===== src/rtl/button_pkg.sv =====
// rtl/button_pkg.sv - shared button state encoding and default timing constants
//
// Purpose: state encoding for the button event classifier and the default
// timing constants shared by the debouncer and the event classifier.
// Ports: none (package).

package button_pkg;

  typedef enum logic [1:0] {
    BTN_IDLE    = 2'd0,
    BTN_PRESSED = 2'd1,
    BTN_LONG    = 2'd2
  } btn_state_e;

  // Defaults assume a 100 MHz system clock.
  localparam int BTN_DEBOUNCE_TIME = 2_000_000;    // 20 ms
  localparam int BTN_LONG_TIME     = 100_000_000;  // 1 s
  localparam int BTN_REPEAT_TIME   = 20_000_000;   // 200 ms

endpackage


===== src/rtl/my_button_event.sv =====
// rtl/my_button_event.sv - classifies debounced presses into short, long and repeat pulses
//
// Purpose: turns the debounced button level into 1-clock event pulses:
//   short  - released before the hold reached LONG_TIME clocks
//   long   - hold reached LONG_TIME clocks
//   repeat - every REPEAT_TIME clocks after the long event while still held
// Ports:
//   i_clk          system clock
//   i_reset_n      synchronous reset, active low
//   i_btn          debounced, clock-synchronous button level (1 = pressed)
//   o_held         1 while a press is in progress
//   o_short_pulse  1-clock pulse on release of a short press
//   o_long_pulse   1-clock pulse when the hold reaches LONG_TIME
//   o_repeat_pulse 1-clock pulse every REPEAT_TIME clocks after the long event

module my_button_event
  import button_pkg::*;
#(
  parameter int LONG_TIME   = BTN_LONG_TIME,
  parameter int REPEAT_TIME = BTN_REPEAT_TIME,
  parameter bit REPEAT_EN   = 1'b1
) (
  input  logic i_clk,
  input  logic i_reset_n,
  input  logic i_btn,
  output logic o_held,
  output logic o_short_pulse,
  output logic o_long_pulse,
  output logic o_repeat_pulse
);

  localparam int MAX_TIME = (LONG_TIME > REPEAT_TIME) ? LONG_TIME : REPEAT_TIME;
  localparam int CNT_W    = $clog2(MAX_TIME);

  localparam logic [CNT_W-1:0] LONG_LAST   = CNT_W'(LONG_TIME - 1);
  localparam logic [CNT_W-1:0] REPEAT_LAST = CNT_W'(REPEAT_TIME - 1);

  btn_state_e       r_state;
  logic [CNT_W-1:0] r_cnt;
  logic             r_held;
  logic             r_short_pulse;
  logic             r_long_pulse;
  logic             r_repeat_pulse;

  logic [CNT_W-1:0] w_cnt_inc;

  assign w_cnt_inc = r_cnt + CNT_W'(1);

  // State, counter and output registers share one process so every output
  // is registered alongside the state transition that produces it.
  always_ff @(posedge i_clk) begin
    if (!i_reset_n) begin
      r_state        <= BTN_IDLE;
      r_cnt          <= '0;
      r_held         <= 1'b0;
      r_short_pulse  <= 1'b0;
      r_long_pulse   <= 1'b0;
      r_repeat_pulse <= 1'b0;
    end else begin
      r_short_pulse  <= 1'b0;
      r_long_pulse   <= 1'b0;
      r_repeat_pulse <= 1'b0;

      case (r_state)
        BTN_IDLE: begin
          if (i_btn) begin
            r_state <= BTN_PRESSED;
            r_cnt   <= '0;
            r_held  <= 1'b1;
          end
        end

        BTN_PRESSED: begin
          // Release wins over the long timeout landing on the same edge.
          if (!i_btn) begin
            r_state       <= BTN_IDLE;
            r_cnt         <= '0;
            r_held        <= 1'b0;
            r_short_pulse <= 1'b1;
          end else if (r_cnt == LONG_LAST) begin
            r_state      <= BTN_LONG;
            r_cnt        <= '0;
            r_long_pulse <= 1'b1;
          end else begin
            r_cnt <= w_cnt_inc;
          end
        end

        BTN_LONG: begin
          if (!i_btn) begin
            r_state <= BTN_IDLE;
            r_cnt   <= '0;
            r_held  <= 1'b0;
          end else if (REPEAT_EN && (r_cnt == REPEAT_LAST)) begin
            r_cnt          <= '0;
            r_repeat_pulse <= 1'b1;
          end else if (REPEAT_EN) begin
            r_cnt <= w_cnt_inc;
          end
        end

        default: begin
          r_state <= BTN_IDLE;
          r_cnt   <= '0;
          r_held  <= 1'b0;
        end
      endcase
    end
  end

  assign o_held         = r_held;
  assign o_short_pulse  = r_short_pulse;
  assign o_long_pulse   = r_long_pulse;
  assign o_repeat_pulse = r_repeat_pulse;

endmodule


===== config.mk =====
export PLATFORM = sky130hd
export DESIGN_NAME = my_button_event
export DESIGN_NICKNAME = d
export VERILOG_FILES = /design/src/rtl/button_pkg.sv /design/src/rtl/my_button_event.sv
export SDC_FILE = /design/constraint.sdc
export NUM_CORES = 1
export LEC_CHECK = 0
export CAP_MARGIN = 20
export CORE_ASPECT_RATIO = 1.5
export CORE_MARGIN = 2
export CORE_UTILIZATION = 35
export DETAILED_ROUTE_END_ITERATION = 6
export PLACE_DENSITY = 0.62
export SYNTH_ARGS = -nofsm -noshare
export SYNTH_HDL_FRONTEND = slang
export SYNTH_SLANG_ARGS = --single-unit

===== constraint.sdc =====
create_clock -name i_clk -period 2.28 [get_ports i_clk]
set_input_delay 0.228 -clock i_clk [delete_from_list [all_inputs] [get_ports i_clk]]
set_output_delay 0.228 -clock i_clk [all_outputs]
set_load 0.02 [all_outputs]

Word-level counts from Yosys, hierarchy flattened
Cells that the tools add are included.

word-level totals
  bits in registers = 33
  word-level logic and storage cells = 39

operators by class
  mux-type cells = 17
  reduce and logical (&&, ||, !) cells = 7
  equal/unequal tests = 8
  add/sub/neg operators = 1

operator list
  cell                                                    number
  2-to-1 mux 27 bit                                       5
  one-hot mux 27 bit (3 select lines)                     1
  adder 27 x 1 -> 27 bit (second input constant)          1
  equality test 27 x 25 -> 1 bit (second input constant)  1
  equality test 27 bit (second input constant)            1
  AND reduction 3 bit                                     3
  2-to-1 mux 2 bit                                        4
  != test 2 bit (second input constant)                   3
  one-hot mux 2 bit (3 select lines)                      1
  2-to-1 mux 1 bit                                        5
  AND reduction 2 bit                                     2
  != test 3 bit (second input constant)                   1
  equality test 2 x 1 -> 1 bit (second input constant)    1
  equality test 2 bit (second input constant)             1
  zero test 2 bit                                         1
  one-hot mux 1 bit (2 select lines)                      1
  OR reduction 2 bit                                      1

Depth between registers and ports, before layout
Gate-level depths: netlist of run 1.

  depth in word-level cells = 4
  depth in mapped cells = 8
  gate-level depth less buffers = 7

Worst setup path after synthesis of run 1
No wires, ideal clock.

  path type = reg2reg
  start point = register r_state[0]
  end point = register r_cnt[26]
  cell stages (with the launch flop) = 8
  data arrival time = 1.978 ns
  buffers on the path = 0
  setup slack = 0.235 ns
  setup time = 0.066 ns
  required time = 2.214 ns
  cell sequence = dfxtp_1 -> inv_1 -> ha_1 -> nand2b_1 -> nand3_1 -> or3_4 -> or4_4 -> a21oi_2

on the way
  longest elaborated chain between the ends = 2
  elaborated cells on any way between the ends = 5

ends and longest elaborated chain
  item                                                                         RTL line               source
  from (decl)                                                                  my_button_event.sv:38  btn_state_e r_state;
  from (signal assigned)                                                       my_button_event.sv:53  r_state <= BTN_IDLE;
  from (signal assigned)                                                       my_button_event.sv:67  r_state <= BTN_PRESSED;
  from (signal assigned)                                                       my_button_event.sv:76  r_state <= BTN_IDLE;
  equality test 2 bit, or another cell as far along                            my_button_event.sv:64  case (r_state)
  one-hot mux 27 bit (3 select lines) / != test 2 bit (equally long branches)  --
  to (signal assigned)                                                         my_button_event.sv:85  r_cnt <= w_cnt_inc;
  to (signal assigned)                                                         my_button_event.sv:98  r_cnt <= w_cnt_inc;
  to (decl)                                                                    my_button_event.sv:39  logic [CNT_W-1:0] r_cnt;

Parallel ways exist; a longest one is shown, timed or not.
A chain may end at the register's enable or synchronous reset.

Final worst setup path of run 1
Ends and elaborated chain as after synthesis.

==> out/metrics.json, run 1 <==
{
  "clock_network": {
    "cts_tree": "done",
    "cts.path.max_buffers": 2,
    "number_of_h_tree_branching_levels": 2,
    "clock_sinks": 33,
    "cts_root_buffer": "sky130_fd_sc_hd__clkbuf_8",
    "cts_repair_resize_count": 0,
    "postCtsSetupRepairBufs": 0,
    "cts_inserted_buffers": 5,
    "cts_hold_repair.buffers": 0,
    "clk_pin_slew_worst_setup_hold_paths_ns": 0.07,
    "clock_latency_of_the_later_clocked_register_in_the_worst_skew_pair_ns": 0.28
  },
  "floorplan": {
    "io-pin-count": 7,
    "placement_rows": 31,
    "die_x_um": 62.0,
    "chipHeight_um": 91.0,
    "die_area_um2": 5650,
    "initial_core_util_pct": 36.5,
    "core-area_um2": 4850
  },
  "pwr": {
    "internal-power_mw": 0.881,
    "net-switching-power_mw": 0.284,
    "p_leak_nw": 0.628,
    "combinationalPowerShare_pct": 11.0,
    "share_seq_of_total_power_pct": 51.0,
    "sw_frac_of_total_pct": 24.4,
    "fin_total_pwr_mw": 1.17,
    "power_density_nw_per_um2": 572,
    "vdd_drop_max_mv": 0.332,
    "share_clk_of_total_power_pct": 38.0
  },
  "routing": {
    "vias_per_cell": 5.12,
    "number_of_drc_markers_after_the_initial_detailed_route_iteration": 32,
    "drtPass1Iterations": 6,
    "via_total_after_detailed_routing": 1491,
    "drt-total-wl_um": 3840,
    "route.detailed.drc": 0,
    "wl_per_cell_um": 13.2,
    "postRouteAntennaNets": 0
  },
  "sta": {
    "setup_viol_count_final": 0,
    "maxSlewViolCount": 0,
    "tightest_hold_margin_ns": 0.490,
    "clock.fmax_mhz": 478,
    "worstMarginPinSlew_ns": 0.554,
    "timing.setup.tns_ns": 0,
    "worst_clock_skew_ns": 0.00383,
    "hold_viol_final": 0,
    "grt_setup_unrepaired": "no",
    "final_min_period_over_clock_period_pct": 91.7,
    "timing.final.crit_period_ns": 2.09,
    "timing.max_slew.rel_slack_pct": 62.9
  },
  "final_layout": {
    "antenna-diode-count": 0,
    "final_core_area_utilization_pct": 42.0,
    "nNetsFinal": 232,
    "stdcell_count": 291,
    "areaGrowthSynthToFinish_pct": 15.3,
    "final_layout_size_suffix_gt1_share_pct": 13.3
  },
  "setup_path": {
    "crit_path_cell_trace": "inv_1 -> ha_1 -> nand2b_1 -> nand3_1 -> or3_4 -> or4_4 -> a21oi_2",
    "worstPathRequired_ns": 2.50,
    "setup.worst_path.end_class": "flop",
    "cp_launch_type": "flop",
    "critPathMaxStageDelay_ns": 0.52,
    "category_of_the_most_critical_setup_path": "flop to flop",
    "worstPathMaxFanout": 5,
    "critPathSlowestCell": "sky130_fd_sc_hd__or4_4",
    "critPathArrivalTime_ns": 2.31
  },
  "min_path": {
    "worst_hold_path_type": "flop to flop"
  },
  "place": {
    "port_buffers": 6,
    "gpl_wtd_cong": 0.794,
    "dp_hpwl_um": 2780,
    "post-place-cells": 284
  },
  "global_routing": {
    "grt_util_all_layers_pct": 15.8,
    "globalRouteOverflowTotal": 0,
    "grt_antenna_before_repair": 0,
    "grt_first_pass_wirelength_um": 6760,
    "largest_net_degree_at_the_start_of_global_routing": 20,
    "first_global_vias": 1507
  },
  "run_status": {
    "outcome": "finished, final reports clean"
  },
  "logic_synthesis": {
    "syn_area_um2": 1770,
    "mappedNetlistNets": 218,
    "number_of_flops_mapped_to_enable_cells_by_yosys": 0,
    "yosys_warnings": 0,
    "main_combinational_cell_family_by_area_after_synthesis": "simple AND/OR/NAND/NOR gates",
    "fraction_of_synthesis_flops_using_an_asynchronous_set_or_reset_pin_pct": 0,
    "ys_ff_latch": 33,
    "sequential_fraction_of_the_synthesis_area_pct": 37.4,
    "synth_compound_gate_area_share_pct": 10.0,
    "synth-simple-area-share_pct": 33.6,
    "synth-xor-area-share_pct": 10.4,
    "synthMuxAreaShare_pct": 0.566,
    "netlist-cell-type-count": 46,
    "post_synth_inst_count": 211,
    "synth-main-ff-cell": "sky130_fd_sc_hd__dfxtp_1",
    "synth_adder_area_share_pct": 2.83,
    "synthesis.area_per_instance_um2": 8.38
  },
  "run": {
    "drv_cap": 0
  }
}
[power by group through the flow]
stage	clock [mW]	combinational (mW)	sequential, mW
5_1_grt	0.482	0.143	0.595
4_1_cts	0.454	0.129	0.594
6_report	0.443	0.128	0.595
3_3_place_gp	0	0.127	0.607
2_1_floorplan	0	0.0851	0.611
3_5_place_dp	0	0.129	0.607
[sequential cells by signal, indices dropped and copies added (netlist names)]
| signal | count |
|---|---|
| o_held | 1 |
| r_cnt | 27 |
| o_short_pulse | 1 |
| o_long_pulse | 1 |
| o_repeat_pulse | 1 |
| r_state | 2 |
[cells in the mapped netlist (2+ instances only)]
library cell | number | share of area (%)
sky130_fd_sc_hd__nand2_1 | 21 | 4.5
sky130_fd_sc_hd__ha_1 | 4 | 2.8
sky130_fd_sc_hd__or4_1 | 2 | 0.85
sky130_fd_sc_hd__nand2b_1 | 2 | 0.71
sky130_fd_sc_hd__and3_1 | 5 | 1.8
sky130_fd_sc_hd__and2_1 | 3 | 1.1
sky130_fd_sc_hd__nor3_1 | 5 | 1.4
sky130_fd_sc_hd__nand3_1 | 10 | 2.8
sky130_fd_sc_hd__a21oi_1 | 2 | 0.57
sky130_fd_sc_hd__inv_1 | 8 | 1.7
sky130_fd_sc_hd__buf_6 | 2 | 1.3
sky130_fd_sc_hd__nor4bb_1 | 2 | 1.1
sky130_fd_sc_hd__nor2b_1 | 2 | 0.71
sky130_fd_sc_hd__buf_1 | 2 | 0.42
sky130_fd_sc_hd__nand4_1 | 5 | 1.8
sky130_fd_sc_hd__or2_2 | 2 | 0.71
sky130_fd_sc_hd__a21boi_0 | 3 | 1.3
sky130_fd_sc_hd__o22ai_1 | 3 | 1.1
sky130_fd_sc_hd__xnor2_1 | 21 | 10
sky130_fd_sc_hd__dfxtp_1 | 33 | 37
sky130_fd_sc_hd__nor4_1 | 13 | 4.6
sky130_fd_sc_hd__o221a_2 | 2 | 1.3
sky130_fd_sc_hd__nor2_1 | 31 | 6.6
sky130_fd_sc_hd__or3_1 | 2 | 0.71
sky130_fd_sc_hd__clkbuf_1 | 5 | 1.1
[critical path: cells and delay by family (launching register included)]
kind | cells | cell delay, ns
buffers and inverters | 1 | 0.08
and+or+nand+nor | 4 | 1.20
adders and majority gates | 1 | 0.25
DFF | 1 | 0.37
AOI/OAI and AO/OA | 1 | 0.13
[logic make-up (layout without fill, tap and decap cells)]
logic type / Yosys count / after routing
flops: 33 / 33
buf+inv: 19 / 33
compound gates: 21 / 21
fa+ha+maj: 4 / 4
xor+xnor: 21 / 21
mux: 1 / 1
simple gates: 112 / 112
[metrics by stage]
stage	cell area, um2	worst slack, ns
after global placement	1950	0.137
final	2040	0.189
after CTS	2040	0.173
after detailed placement	1950	0.130
after global routing	2040	0.0595
after floorplan	1770	0.235
[routing by layer]
| metal | vias to the layer above | part of all wire [%] | routed length, um | track usage (%) |
|---|---|---|---|---|
| met3 | 8 | 1.7 | 67 | 3.13 |
| li1 | 764 | - | - | - |
| met2 | 18 | 54 | 2080 | 26.7 |
| met5 | - | 0 | 0 | 0 |
| met1 | 701 | 41 | 1590 | 17.9 |
| met4 | 0 | 2.7 | 102 | 7.62 |
[cell type report]
| type | instances | area [um2] |
|---|---|---|
| Fill cell | 495 | 2810 |
| Multi-Input combinational cell | 159 | 1020 |
| Sequential cell | 33 | 661 |
| Timing Repair Buffer | 18 | 163 |
| Clock buffer | 7 | 86.3 |
| Tap cell | 66 | 82.6 |
| Inverter | 8 | 30.0 |
[cell usage in the layout, fill, tap and decap left out, drive strengths merged, types with 6 or more instances in the layout]
cell	n
nand2	21
inv	8
nand3	11
nor4	13
xnor2	21
clkbuf	7
buf	12
nor2	31
dfxtp	33
clkdlybuf4s50	6
[worst paths after layout]
kind	start	to	slack [ns]	cells after the start
worst max-delay path	r_state[0]$_SDFFE_PN0P_	r_cnt[26]$_SDFFE_PN0P_	0.19	7
worst min-delay path	r_state[0]$_SDFFE_PN0P_	r_state[0]$_SDFFE_PN0P_	0.49	2
worst max register to register	r_state[0]$_SDFFE_PN0P_	r_cnt[26]$_SDFFE_PN0P_	0.19	7
worst min register to register	r_state[0]$_SDFFE_PN0P_	r_state[0]$_SDFFE_PN0P_	0.49	2
No activity file was read; power rests on OpenSTA's default activity.
==> run 2: changes to the inputs <==
--- a/config.mk
+++ b/config.mk
@@ -11,6 +11,7 @@
 export CORE_UTILIZATION = 35
 export DETAILED_ROUTE_END_ITERATION = 6
 export PLACE_DENSITY = 0.62
+export RECOVER_POWER = 100
 export SYNTH_ARGS = -nofsm -noshare
 export SYNTH_HDL_FRONTEND = slang
 export SYNTH_SLANG_ARGS = --single-unit
==> run 2 against run 1 <==
Combinational power hardly changed. Clock skew hardly changed. Critical endpoint is now r_cnt[8]$_SDFFE_PN0P_. Clock power hardly changed. Critical path type unchanged. Core utilization stayed put.
==> out/metrics.json, run 2 (synthesis results as in run 1) <==
{
  "clock_network": {
    "postCtsSetupRepairBufs": 0,
    "clock_sinks": 33,
    "cts_hold_repair.buffers": 0,
    "cts_repair_resize_count": 0,
    "number_of_h_tree_branching_levels": 2,
    "cts_tree": "done",
    "clk_pin_slew_worst_setup_hold_paths_ns": 0.06,
    "clock_latency_of_the_later_clocked_register_in_the_worst_skew_pair_ns": 0.28,
    "cts.path.max_buffers": 2,
    "cts_inserted_buffers": 5,
    "cts_root_buffer": "sky130_fd_sc_hd__clkbuf_8"
  },
  "floorplan": {
    "initial_core_util_pct": 36.5,
    "placement_rows": 31,
    "core-area_um2": 4850,
    "die_area_um2": 5650,
    "chipHeight_um": 91.0,
    "die_x_um": 62.0,
    "io-pin-count": 7
  },
  "setup_path": {
    "setup.worst_path.end_class": "flop",
    "cpLargestDelayFamily": "simple AND/OR/NAND/NOR gates",
    "crit_path_cell_trace": "ha_1 -> nand2_1 -> or4_1 -> o21ba_1 -> o31ai_4 -> buf_12 -> nor2_1",
    "category_of_the_most_critical_setup_path": "flop to flop",
    "worstPathRequired_ns": 2.45,
    "cp_launch_type": "flop",
    "worstPathMaxFanout": 19,
    "worst-r2r-cell-count": 7,
    "critPathArrivalTime_ns": 2.27,
    "path_depth": 7,
    "critical_path_buf_inv_count": 1,
    "critPathSlowestCell": "sky130_fd_sc_hd__or4_1",
    "critPathMaxStageDelay_ns": 0.43
  },
  "place": {
    "port_buffers": 6,
    "detailed_place.area_um2": 1950,
    "detailedPlace.worstSlack_ns": 0.130,
    "dp_hpwl_um": 2780,
    "gpl_wtd_cong": 0.794
  },
  "sta": {
    "maxSlewViolCount": 0,
    "clock.fmax_mhz": 477,
    "tightest_hold_margin_ns": 0.489,
    "timing.setup.tns_ns": 0,
    "hold_viol_final": 0,
    "final_min_period_over_clock_period_pct": 92.0,
    "setup_viol_count_final": 0,
    "timing.final.crit_period_ns": 2.10,
    "worst_clock_skew_ns": 0.00379,
    "worstMarginPinSlew_ns": 0.566,
    "timing.max_slew.rel_slack_pct": 62.2,
    "grt_setup_unrepaired": "no",
    "finalWorstSetupSlack_ns": 0.183
  },
  "routing": {
    "number_of_drc_markers_after_the_initial_detailed_route_iteration": 32,
    "drtPass1Iterations": 6,
    "postRouteAntennaNets": 0,
    "wl_per_cell_um": 13.2,
    "route.detailed.drc": 0,
    "via_total_after_detailed_routing": 1507,
    "vias_per_cell": 5.18,
    "drt-total-wl_um": 3840
  },
  "final_layout": {
    "most_common_cell_after_layout_fill_and_taps_aside": "sky130_fd_sc_hd__dfxtp_1",
    "fill_cells": 495,
    "areaGrowthSynthToFinish_pct": 15.3,
    "regMostFlops": "r_cnt",
    "nNetsFinal": 232,
    "final_cell_area_excluding_filler_cells_um2": 2040,
    "antenna-diode-count": 0,
    "top_library_cells_by_usage_in_the_layout_fill_and_taps_aside": "sky130_fd_sc_hd__dfxtp_1 (33), sky130_fd_sc_hd__nor2_1 (31), sky130_fd_sc_hd__nand2_1 (21), sky130_fd_sc_hd__xnor2_1 (21), sky130_fd_sc_hd__nor4_1 (13)",
    "largestRegisters": "r_cnt x27, r_state x2",
    "largest_register_ffs": 27,
    "final_layout_size_suffix_gt1_share_pct": 12.9
  },
  "min_path": {
    "worst_hold_path_type": "flop to flop",
    "worstHoldPathCells": 2
  },
  "pwr": {
    "power_density_nw_per_um2": 569,
    "vdd_drop_max_mv": 0.329,
    "p_leak_nw": 0.644
  },
  "global_routing": {
    "globalRouteOverflowTotal": 0,
    "grt_first_pass_wirelength_um": 6760,
    "grt_antenna_before_repair": 0,
    "largest_net_degree_at_the_start_of_global_routing": 20,
    "first_global_vias": 1507,
    "grt_util_all_layers_pct": 15.8
  },
  "run_status": {
    "outcome": "finished, final reports clean"
  },
  "run": {
    "drv_cap": 0
  }
}
run 2: stage by stage:
step,std cells,util [%],total power [mW]
6_report,291,42.0,1.16
2_1_floorplan,211,-,0.696
3_5_place_dp,284,40.3,0.736
5_1_grt,291,42.0,1.22
4_1_cts,291,42.0,1.18
3_3_place_gp,284,40.3,0.734
run 2: worst min-delay path, stage by stage, from the launching register on:
cell                      delay, ns
sky130_fd_sc_hd__dfxtp_1       0.33
sky130_fd_sc_hd__nand2_1       0.06
sky130_fd_sc_hd__mux2i_1       0.05
run 2: layout make-up:
type	instances	area (um2)	area share [%]
inverter	8	30.0	1.47
multi-input combinational	159	1020	49.8
tap	66	82.6	4.05
clock buffer	7	86.3	4.24
timing repair buffer	18	163	7.98
sequential	33	661	32.4
run 2: power by group:
part | switching (mW) | total [mW] | internal, mW | leakage (nW)
sequential | 0.00761 | 0.594 | 0.587 | 0.266
clock | 0.202 | 0.441 | 0.239 | 0.0443
combinational | 0.0731 | 0.125 | 0.0524 | 0.333
run 2: per-layer routing:
metal	part of all wire [%]	track usage, %
met1	41	17.9
met4	2.7	7.62
met3	2.1	3.13
met2	54	26.7
met5	0	0
run 2: final timing paths:
check | from | end | slack, ns
worst max register to register | r_cnt[0]$_SDFFE_PN0P_ | r_cnt[8]$_SDFFE_PN0P_ | 0.18
worst max-delay path | r_cnt[0]$_SDFFE_PN0P_ | r_cnt[8]$_SDFFE_PN0P_ | 0.18
worst min register to register | r_state[0]$_SDFFE_PN0P_ | r_state[0]$_SDFFE_PN0P_ | 0.49
worst min-delay path | r_state[0]$_SDFFE_PN0P_ | r_state[0]$_SDFFE_PN0P_ | 0.49
==> run 3: changes to the inputs <==
--- a/config.mk
+++ b/config.mk
@@ -5,6 +5,7 @@
 export SDC_FILE = /design/constraint.sdc
 export NUM_CORES = 1
 export LEC_CHECK = 0
+export ABC_AREA = 1
 export CAP_MARGIN = 20
 export CORE_ASPECT_RATIO = 1.5
 export CORE_MARGIN = 2
==> run 3 against run 2 <==
Via count grew 23%. Core utilization shrank 2.3 points. Sequential power barely moved. Die area increased by 12%. Hold slack better by 0.00079 ns. Critical path type unchanged. Critical endpoint is now r_cnt[12]$_SDFFE_PN0P_.
==> out/metrics.json, run 3 <==
{
  "run_status": {
    "outcome": "finished, final reports clean"
  },
  "clock_network": {
    "cts_hold_repair.buffers": 0,
    "cts_root_buffer": "sky130_fd_sc_hd__clkbuf_8",
    "clock_sinks": 33,
    "number_of_h_tree_branching_levels": 2,
    "postCtsSetupRepairBufs": 0,
    "cts_inserted_buffers": 5,
    "clock_latency_of_the_later_clocked_register_in_the_worst_skew_pair_ns": 0.29,
    "cts_tree": "done",
    "cts.path.max_buffers": 2,
    "clk_pin_slew_worst_setup_hold_paths_ns": 0.07,
    "cts_repair_resize_count": 0
  },
  "setup_path": {
    "worstPathRequired_ns": 2.45,
    "reg2reg_slack_ns": 0.35,
    "cp_launch_type": "flop",
    "worst-r2r-cell-count": 12,
    "setup.worst_path.end_class": "flop",
    "category_of_the_most_critical_setup_path": "flop to flop",
    "worstPathMaxFanout": 20,
    "critPathArrivalTime_ns": 2.10,
    "regToRegEndpoint": "r_cnt[12]$_SDFFE_PN0P_",
    "rr_startpoint": "r_cnt[1]$_SDFFE_PN0P_"
  },
  "global_routing": {
    "grt_first_pass_wirelength_um": 7820,
    "grt_util_all_layers_pct": 16.2,
    "largest_net_degree_at_the_start_of_global_routing": 21,
    "grt_util_met2_pct": 30.6,
    "grt.met3_usage_pct": 3.13,
    "first_global_vias": 1806,
    "busiest_layer": "met2",
    "globalRouteOverflowTotal": 0,
    "grt_antenna_before_repair": 0,
    "groute.layer.met1.usage_pct": 16.9
  },
  "routing": {
    "postRouteAntennaNets": 0,
    "route.detailed.drc": 0,
    "drt-total-wl_um": 4610,
    "number_of_drc_markers_after_the_initial_detailed_route_iteration": 87,
    "drtPass1Iterations": 4,
    "wl_per_cell_um": 12.2,
    "via_total_after_detailed_routing": 1849,
    "vias_per_cell": 4.90
  },
  "logic_synthesis": {
    "synth-main-ff-cell": "sky130_fd_sc_hd__dfxtp_1",
    "number_of_flops_mapped_to_enable_cells_by_yosys": 0,
    "synth.largest_area_cell": "sky130_fd_sc_hd__dfxtp_1",
    "synth_commonest_cells": "sky130_fd_sc_hd__nand2_1 (81), sky130_fd_sc_hd__nor2_1 (44), sky130_fd_sc_hd__dfxtp_1 (33)",
    "synthesis.area_per_instance_um2": 6.69,
    "ys_ff_latch": 33,
    "sequential_fraction_of_the_synthesis_area_pct": 33.1,
    "fraction_of_synthesis_flops_using_an_asynchronous_set_or_reset_pin_pct": 0,
    "yosys_warnings": 0,
    "yosysTopAreaCellShare_pct": 33.1,
    "syn_area_um2": 1990,
    "mappedNetlistNets": 305,
    "post_synth_inst_count": 298,
    "netlist-cell-type-count": 25,
    "yosys-top-cells-area": "sky130_fd_sc_hd__dfxtp_1 (33%), sky130_fd_sc_hd__nand2_1 (15%), sky130_fd_sc_hd__nor2_1 (8.3%)",
    "synth.most_common_cell": "sky130_fd_sc_hd__nand2_1"
  },
  "sta": {
    "tightest_hold_margin_ns": 0.490,
    "timing.max_slew.rel_slack_pct": 75.9,
    "finalWorstSetupSlack_ns": 0.352,
    "hold_viol_final": 0,
    "timing.setup.tns_ns": 0,
    "timing.final.crit_period_ns": 1.93,
    "worst_clock_skew_ns": 0.00458,
    "grt_setup_unrepaired": "no",
    "setup_viol_count_final": 0,
    "maxSlewViolCount": 0,
    "worstMarginPinSlew_ns": 0.361,
    "final_min_period_over_clock_period_pct": 84.6,
    "clock.fmax_mhz": 519
  },
  "place": {
    "gpl_wtd_cong": 0.898,
    "detailedPlace.worstSlack_ns": 0.297,
    "dp_hpwl_um": 3520,
    "port_buffers": 6,
    "post-place-cells": 369,
    "detailed_place.area_um2": 2090
  },
  "min_path": {
    "min_from": "r_state[1]$_SDFFE_PN0P_",
    "worstHoldPathCells": 2,
    "worst_hold_path_type": "flop to flop",
    "hold_path_end": "r_state[1]$_SDFFE_PN0P_"
  },
  "final_layout": {
    "nNetsFinal": 313,
    "area_of_the_multi_input_gates_um2": 1130,
    "top_library_cells_by_usage_in_the_layout_fill_and_taps_aside": "sky130_fd_sc_hd__nand2_1 (82), sky130_fd_sc_hd__nor2_1 (53), sky130_fd_sc_hd__dfxtp_1 (33)",
    "largestRegisters": "r_cnt x27, r_state x2",
    "stdcell_count": 377,
    "final_core_area_utilization_pct": 39.7,
    "most_common_cell_after_layout_fill_and_taps_aside": "sky130_fd_sc_hd__nand2_1",
    "final_layout_size_suffix_gt1_share_pct": 9.12,
    "fill_cells": 564,
    "areaGrowthSynthToFinish_pct": 9.35,
    "sequential_cell_area_um2": 661,
    "final_cell_area_excluding_filler_cells_um2": 2180,
    "largest_register_ffs": 27,
    "regMostFlops": "r_cnt",
    "antenna-diode-count": 0
  },
  "pwr": {
    "vdd_drop_max_mv": 0.373,
    "fin_total_pwr_mw": 1.32,
    "power_density_nw_per_um2": 603,
    "p_leak_nw": 0.771
  },
  "floorplan": {
    "core-area_um2": 5490,
    "die_area_um2": 6330,
    "chipHeight_um": 96.5,
    "initial_core_util_pct": 36.3,
    "placement_rows": 33,
    "io-pin-count": 7,
    "die_x_um": 65.6
  },
  "run": {
    "drv_cap": 0
  }
}
run 3: cell types whose count changed after synthesis, sizes merged, moves of 7 or more:
cell / delta
xnor2: -16
nor2: +31
nor4: -11
inv: +26
a21oi: +7
xor2: +7
nand2: +71
run 3: layer usage:
layer,vias up,wire length (um)
li1,949,-
met1,863,1880
met2,29,2500
met3,8,131
met4,0,106
met5,-,0
run 3: final cells by class:
| class | instances | area share, % |
|---|---|---|
| Clock buffer | 7 | 3.96 |
| Multi-Input combinational cell | 226 | 51.7 |
| Tap cell | 70 | 4.02 |
| Timing Repair Buffer | 6 | 2.75 |
| Sequential cell | 33 | 30.3 |
| Clock inverter | 1 | 1.38 |
| Inverter | 34 | 5.85 |
run 3: where the power goes:
group          internal, mW  switching [mW]
registers             0.587         0.00634
clock network         0.356           0.220
logic                0.0420           0.103
total                 0.985           0.330
run 3: logic make-up after synthesis:
group / after synthesis / share of synthesized area (%)
xor gates and xnor gates: 12 / 5.27
DFF: 33 / 33.1
AOI/OAI and AO/OA: 19 / 5.08
buffers and inverters: 39 / 9.03
and+or+nand+nor: 191 / 45.0
adders and majority gates: 4 / 2.51
run 3: worst max path at each step:
| stage | startpoint | to | slack, ns | depth (start not counted) |
|---|---|---|---|---|
| after global placement | i_btn | r_cnt[21]$_SDFFE_PN0P_ | 0.33 | 11 |
| after detailed placement | i_btn | r_cnt[21]$_SDFFE_PN0P_ | 0.30 | 11 |
| final | r_cnt[1]$_SDFFE_PN0P_ | r_cnt[12]$_SDFFE_PN0P_ | 0.35 | 12 |
| after CTS | r_cnt[1]$_SDFFE_PN0P_ | r_cnt[24]$_SDFFE_PN0P_ | 0.35 | 12 |
| after global routing | r_cnt[1]$_SDFFE_PN0P_ | r_cnt[12]$_SDFFE_PN0P_ | 0.13 | 12 |
| after floorplan | r_cnt[1]$_SDFFE_PN0P_ | r_cnt[12]$_SDFFE_PN0P_ | 0.69 | 13 |
run 3: worst max-delay path: stages, from the launching register on:
cell and delay (ns):
sky130_fd_sc_hd__dfxtp_1 0.38, sky130_fd_sc_hd__ha_1 0.21, sky130_fd_sc_hd__nand2_2 0.09, sky130_fd_sc_hd__nor2_4 0.11, sky130_fd_sc_hd__nand2_2 0.10, sky130_fd_sc_hd__nor2_1 0.16
sky130_fd_sc_hd__nand2_1 0.14, sky130_fd_sc_hd__nand2_4 0.11, sky130_fd_sc_hd__nand2_4 0.08, sky130_fd_sc_hd__nand2_4 0.07, sky130_fd_sc_hd__nand2_2 0.06, sky130_fd_sc_hd__nand2_4 0.20
sky130_fd_sc_hd__nor2_1 0.08
